File: config.mk
export PLATFORM = sky130hd
export DESIGN_NAME = keypad_scanner
export DESIGN_NICKNAME = d
export VERILOG_FILES = /design/src/rtl/keypad_scanner.sv
export SDC_FILE = /design/constraint.sdc
export NUM_CORES = 1
export LEC_CHECK = 0
export BUFFER_PORTS_ARGS = -buffer_cell sky130_fd_sc_hd__buf_4
export CAP_MARGIN = 20
export CORE_MARGIN = 2
export CORE_UTILIZATION = 55
export CTS_BUF_LIST = sky130_fd_sc_hd__clkbuf_2
export DETAILED_ROUTE_END_ITERATION = 12
export PLACE_DENSITY = 0.74
export SYNTH_ARGS = -nofsm -noshare
export SYNTH_HDL_FRONTEND = slang
export SYNTH_SLANG_ARGS = --single-unit
File: constraint.sdc
create_clock -name clk -period 4.04 [get_ports clk]
set_clock_uncertainty 0.15 [all_clocks]
set_input_delay 0.404 -clock clk [delete_from_list [all_inputs] [get_ports clk]]
set_output_delay 0.404 -clock clk [all_outputs]
set_load 0.01 [all_outputs]
File: src/rtl/keypad_scanner.sv
// Matrix keypad scanner: one-hot row drive, synchronized column sampling,
// frame-level debounce of press and release, multi-key detection, auto-repeat.
module keypad_scanner #(
  parameter int ROWS         = 4,
  parameter int COLS         = 4,
  parameter int SCAN_DIV     = 27000,
  parameter int DEBOUNCE     = 3,
  parameter int REPEAT_EN    = 0,
  parameter int REPEAT_DELAY = 50,
  parameter int REPEAT_RATE  = 10,
  localparam int KW          = $clog2(ROWS*COLS)
) (
  input  logic            clk,
  input  logic            rst_n,
  input  logic [COLS-1:0] columna,
  output logic [ROWS-1:0] fila,
  output logic [KW-1:0]   key_code,
  output logic            key_valid,
  output logic            key_repeat,
  output logic            key_release,
  output logic            keypad_pressed,
  output logic            multi_key
);

  localparam int RIW  = (ROWS > 1) ? $clog2(ROWS) : 1;
  localparam int DW   = (SCAN_DIV > 1) ? $clog2(SCAN_DIV) : 1;
  localparam int CW   = $clog2(DEBOUNCE + 1);
  localparam int RM0  = (REPEAT_DELAY > REPEAT_RATE) ? REPEAT_DELAY : REPEAT_RATE;
  localparam int RMAX = (RM0 > DEBOUNCE) ? RM0 : DEBOUNCE;
  localparam int PW   = $clog2(RMAX + 2);

  localparam logic [ROWS-1:0] TOP  = ROWS'(1) << (ROWS - 1);
  localparam logic [RIW-1:0]  LAST = RIW'(ROWS - 1);
  localparam logic [CW-1:0]   DB   = CW'(DEBOUNCE);

  typedef enum logic [1:0] {
    S_IDLE,
    S_DEBOUNCE,
    S_PRESSED,
    S_RELEASE_WAIT
  } state_t;

  state_t state, state_n;

  logic [COLS-1:0] sync1, sync2;
  logic [DW-1:0]   div;
  logic [RIW-1:0]  row;
  logic            tick, frame_end;

  logic [1:0]    acc_hits, row_hits, f_hits;
  logic [2:0]    hit_sum;
  logic [KW-1:0] acc_idx, row_first, row_base, f_idx;
  logic          acc_cand, row_cand, f_cand;

  logic [KW-1:0] cand, cand_n, code_n;
  logic [CW-1:0] cnt, cnt_n, rcnt, rcnt_n;
  logic [PW-1:0] rep_cnt, rep_n;
  logic          phase, phase_n, press_now;
  logic          valid_n, repeat_n, release_n;

  assign tick      = (div == DW'(SCAN_DIV - 1));
  assign frame_end = tick && (row == LAST);
  assign fila      = TOP >> row;
  assign keypad_pressed = (state == S_PRESSED) || (state == S_RELEASE_WAIT);

  assign row_base = KW'(row) * KW'(COLS);

  // Scan order inside a row is ascending column, so the first hit is the lowest c.
  always_comb begin
    row_hits  = '0;
    row_first = '0;
    row_cand  = 1'b0;
    for (int c = 0; c < COLS; c++) begin
      if (sync2[COLS-1-c]) begin
        if (row_hits == 2'd0) row_first = KW'(c);
        if (row_hits != 2'd2) row_hits = row_hits + 2'd1;
        if (row_base + KW'(c) == cand) row_cand = 1'b1;
      end
    end
  end

  assign hit_sum = {1'b0, acc_hits} + {1'b0, row_hits};
  assign f_hits  = (hit_sum >= 3'd2) ? 2'd2 : hit_sum[1:0];
  assign f_idx   = (acc_hits == 2'd0) ? row_base + row_first : acc_idx;
  assign f_cand  = acc_cand | row_cand;

  always_ff @(posedge clk or negedge rst_n) begin
    if (!rst_n) begin
      sync1    <= '0;
      sync2    <= '0;
      div      <= '0;
      row      <= '0;
      acc_hits <= '0;
      acc_idx  <= '0;
      acc_cand <= 1'b0;
    end else begin
      sync1 <= columna;
      sync2 <= sync1;
      if (tick) begin
        div <= '0;
        row <= (row == LAST) ? '0 : row + 1'b1;
        if (row == LAST) begin
          acc_hits <= '0;
          acc_idx  <= '0;
          acc_cand <= 1'b0;
        end else begin
          acc_hits <= f_hits;
          acc_idx  <= f_idx;
          acc_cand <= f_cand;
        end
      end else begin
        div <= div + 1'b1;
      end
    end
  end

  always_comb begin
    state_n   = state;
    cand_n    = cand;
    cnt_n     = cnt;
    rcnt_n    = rcnt;
    rep_n     = rep_cnt;
    phase_n   = phase;
    code_n    = key_code;
    valid_n   = 1'b0;
    repeat_n  = 1'b0;
    release_n = 1'b0;
    press_now = 1'b0;
    if (frame_end) begin
      unique case (state)
        S_IDLE: begin
          if (f_hits == 2'd1) begin
            cand_n  = f_idx;
            cnt_n   = CW'(1);
            state_n = S_DEBOUNCE;
            if (CW'(1) >= DB) press_now = 1'b1;
          end
        end
        S_DEBOUNCE: begin
          if (f_hits == 2'd1 && f_idx == cand) begin
            cnt_n = cnt + CW'(1);
            if (cnt_n >= DB) press_now = 1'b1;
          end else begin
            state_n = S_IDLE;
            cnt_n   = '0;
          end
        end
        S_PRESSED: begin
          if (f_cand) begin
            if (REPEAT_EN != 0) begin
              rep_n = rep_cnt + PW'(1);
              if ((!phase && rep_n >= PW'(REPEAT_DELAY)) ||
                  (phase && rep_n >= PW'(REPEAT_RATE))) begin
                rep_n    = '0;
                phase_n  = 1'b1;
                valid_n  = 1'b1;
                repeat_n = 1'b1;
              end
            end
          end else begin
            rcnt_n  = CW'(1);
            state_n = S_RELEASE_WAIT;
            if (CW'(1) >= DB) begin
              state_n   = S_IDLE;
              rcnt_n    = '0;
              release_n = 1'b1;
            end
          end
        end
        S_RELEASE_WAIT: begin
          if (f_cand) begin
            state_n = S_PRESSED;
            rcnt_n  = '0;
          end else begin
            rcnt_n = rcnt + CW'(1);
            if (rcnt_n >= DB) begin
              state_n   = S_IDLE;
              rcnt_n    = '0;
              release_n = 1'b1;
            end
          end
        end
        default: state_n = S_IDLE;
      endcase
    end
    // Held-frame count already includes the debounce frames at press time.
    if (press_now) begin
      state_n = S_PRESSED;
      code_n  = cand_n;
      valid_n = 1'b1;
      cnt_n   = '0;
      rep_n   = PW'(DEBOUNCE);
      phase_n = 1'b0;
    end
  end

  always_ff @(posedge clk or negedge rst_n) begin
    if (!rst_n) begin
      state       <= S_IDLE;
      cand        <= '0;
      cnt         <= '0;
      rcnt        <= '0;
      rep_cnt     <= '0;
      phase       <= 1'b0;
      key_code    <= '0;
      key_valid   <= 1'b0;
      key_repeat  <= 1'b0;
      key_release <= 1'b0;
      multi_key   <= 1'b0;
    end else begin
      state       <= state_n;
      cand        <= cand_n;
      cnt         <= cnt_n;
      rcnt        <= rcnt_n;
      rep_cnt     <= rep_n;
      phase       <= phase_n;
      key_code    <= code_n;
      key_valid   <= valid_n;
      key_repeat  <= repeat_n;
      key_release <= release_n;
      if (frame_end) multi_key <= (f_hits == 2'd2);
    end
  end

endmodule

==> run_results.csv <==
group,metric,value,unit
outcome,status,"finished clean",
global_routing,grt_max_degree,50,
timing,rsz0062_at_grt,"no",
final_layout,drive_gt1_frac,0.166,
yosys,synth_edf_count,0,
yosys,postSynthCellCount,243,
worst_setup_path,worstSetupEndpointType,"flop",
power,power_density,290,nW/µm²
cts,cts_buffers,5,
yosys,synthDistinctLibCells,49,
global_routing,track_usage,0.207,
yosys,synth_top_area_frac,0.486,
route,via_count,1808,
timing,setup-violations-final,0,
yosys,synthSimpleGateAreaFrac,0.186,
placed_design,portBuffers,17,
worst_setup_path,path_class,"reg -> reg",
cts,cts_root_buf,"clkbuf_2",
cts,clk_pin_slew,250,ps
yosys,synth_flop_cell,"dfrtp_1",
hold_path,hp-class,"reg -> reg",
cts,htree_levels,2,
floorplan,start_util,0.575,
yosys,yosysTopAreaCell,"dfrtp_1",
yosys,synth_top_family_by_area,"simple AND/OR/NAND/NOR gates",
global_routing,antenna_found_initial,0,
timing,fin_crit_sh,0.915,
route,drc_errors,0,
route,drtAntennaViolNets,0,
yosys,syn_area_per_cell,10.4,µm²
yosys,synth_seq_cells,49,
yosys,synth_xor_area_frac,0.0625,
cts,clock_latency,440,ps
final_layout,syn_to_final_growth,11.0,%
yosys,yosysMostFrequentCell,"dfrtp_1",
worst_setup_path,worstPathArrival,3890,ps
cts,cts_num_sinks,49,
timing,drv_slew,0,
worst_setup_path,cp_max_fo,6,
power,static-leakage-power,1.32,nW
timing,holdWs,234,ps
floorplan,core_area,4380,µm²
final_layout,antenna_cells,0,
timing,tightest_slew,598,ps
power,ir_drop,212,µV
placed_design,hpwl,3370,µm
timing,relSlewSlack,0.601,
placed_design,gp_congestion,0.778,
yosys,synth_area,2520,µm²
yosys,synth_common_cells,"49 x dfrtp_1, 25 x nand2_1, 24 x nor2_1",
global_routing,grt_overflow_total,0,
yosys,yosys_warnings,0,
cts,cts_buffer_depth,2,
yosys,yosysSeqAreaShare,0.486,
yosys,synth.area.top_cells,"dfrtp_1 49%, ha_1 6.0%, xor2_1 4.2%, nand2_1 3.7%, nor2_1 3.6%",
timing,max_freq,271,MHz
floorplan,fp.dieW,71.7,µm
yosys,synthAdderAreaFrac,0.0675,
timing,finalHoldViolCount,0,
route,wire_per_inst,14.9,µm
yosys,synth_mux_area_frac,0.0501,
timing,finalCriticalPeriod,3690,ps
worst_setup_path,worstPathRequired,4230,ps
cts,cts_tree,"done",
floorplan,die-area,5140,µm²
floorplan,die_h,71.7,µm
worst_setup_path,start_kind,"flop",
job,maxCapViolCount,0,
route,drt_wl_total,4740,µm
floorplan,io_pins,19,
global_routing,grt_pass1_wl,8230,µm
timing,setup_tns,0,ps
yosys,synth_compound_area_frac,0.112,
global_routing,grt_pass1_vias,1752,
route,vias_per_cell,5.70,
final_layout,fillers,340,
route,first_pass_iters,4,
yosys,synth.net_count,262,
final_layout,nNetsFinal,283,
yosys,async_reset_ff_frac,1.00,
floorplan,row_count,24,
route,drt_iter0_drc,161,
metrics by stage:
step / instances / power (W) / setup WS (ps) / instance area [µm²] / util
floorplan: 243 / 0.000537 / 698 / 2520 / -
global placement: 304 / 0.000555 / 516 / 2680 / 0.612
detailed placement: 304 / 0.000556 / 400 / 2680 / 0.612
CTS: 317 / 0.000818 / 343 / 2800 / 0.638
global route: 317 / 0.000844 / 113 / 2800 / 0.638
finish: 317 / 0.000811 / 345 / 2800 / 0.638
worst paths after layout:
check                           startpoint     endpoint  slack [ps]  cells after the start
worst max-delay path              sync2[2]  key_code[1]         350                     12
worst min-delay path              sync1[3]     sync2[3]         230                      0
worst max register to register    sync2[2]  key_code[1]         350                     12
worst min register to register    sync1[3]     sync2[3]         230                      0
max in group asynchronous            rst_n       div[1]        3010                      2
min in group asynchronous            rst_n     sync2[0]         310                      2
state kept, by name (all words and copies together) (netlist names), 4 cells and up:
register  flops
sync2         4
div          15
cand          4
sync1         4
key_code      4
acc_idx       4
final cells by class:
class / instances / area, µm² / area share
clock buffer: 5 / 25.0 / 0.00894
clock inverter: 3 / 41.3 / 0.0148
inverter: 12 / 45.0 / 0.0161
multi-input combinational: 173 / 1210 / 0.432
sequential: 49 / 1230 / 0.438
tap: 52 / 65.1 / 0.0233
timing repair buffer: 23 / 185 / 0.0662
cells by family (layout without fill, tap and decap cells):
family | after synthesis | count (layout)
other cells | 1 | 1
flops | 49 | 49
xor+xnor | 18 | 18
simple gates | 91 | 91
fa+ha+maj | 13 | 13
mux | 9 | 9
compound gates | 41 | 41
buf+inv | 21 | 43
what timing repair did:
action,in CTS,in global routing
resized for setup,0,0
endpoints found under the setup margin,0,0
endpoints found under the hold margin,53,0
setup buffers,0,0
hold buffers,5,0
worst max-delay path, cell delays in order (launching register included):
cell	delay (ps)
dfrtp_1	480
inv_1	80
ha_1	370
nor3b_1	240
nor3_1	70
a21oi_1	130
ha_1	160
inv_1	50
fa_1	520
nand3_1	210
a311o_2	470
nor3_4	350
mux2_4	340
power by group:
group | internal (W) | leakage, nW | switching, W | total (W)
clock network | 0.000102 | 0.0366 | 0.000158 | 0.000260
registers | 0.000496 | 0.652 | 0.00000433 | 0.000500
logic | 0.0000213 | 0.632 | 0.0000294 | 0.0000507
total | 0.000619 | 1.32 | 0.000192 | 0.000811
layer usage:
metal,GRT usage,part of all wire,vias to the layer above
met5,0,0,-
met1,0.278,0.47,871
li1,-,-,887
met2,0.336,0.46,42
met4,0.0692,0.015,0
met3,0.0436,0.048,8
placed cells by master, fill, tap and decap left out, types with 2 or more instances in the layout:
master and n:
nand4_1 6, mux2_4 4, a21oi_1 7, a311oi_1 2, dfrtp_1 49, nand2_1 25
xor2_1 12, o21a_1 2, nor3_1 7, nand3_1 11, o31ai_1 4, o21ai_0 9
xnor2_1 6, and3_1 2, and4_1 2, mux2_2 3, or3_1 2, a21boi_0 2
o22ai_1 2, dlygate4sd3_1 5, inv_1 12, buf_4 18, ha_1 12, clkbuf_2 5
nor2_1 24, a31oi_1 4, nor2b_1 3
(Power assumes the default switching activity.)
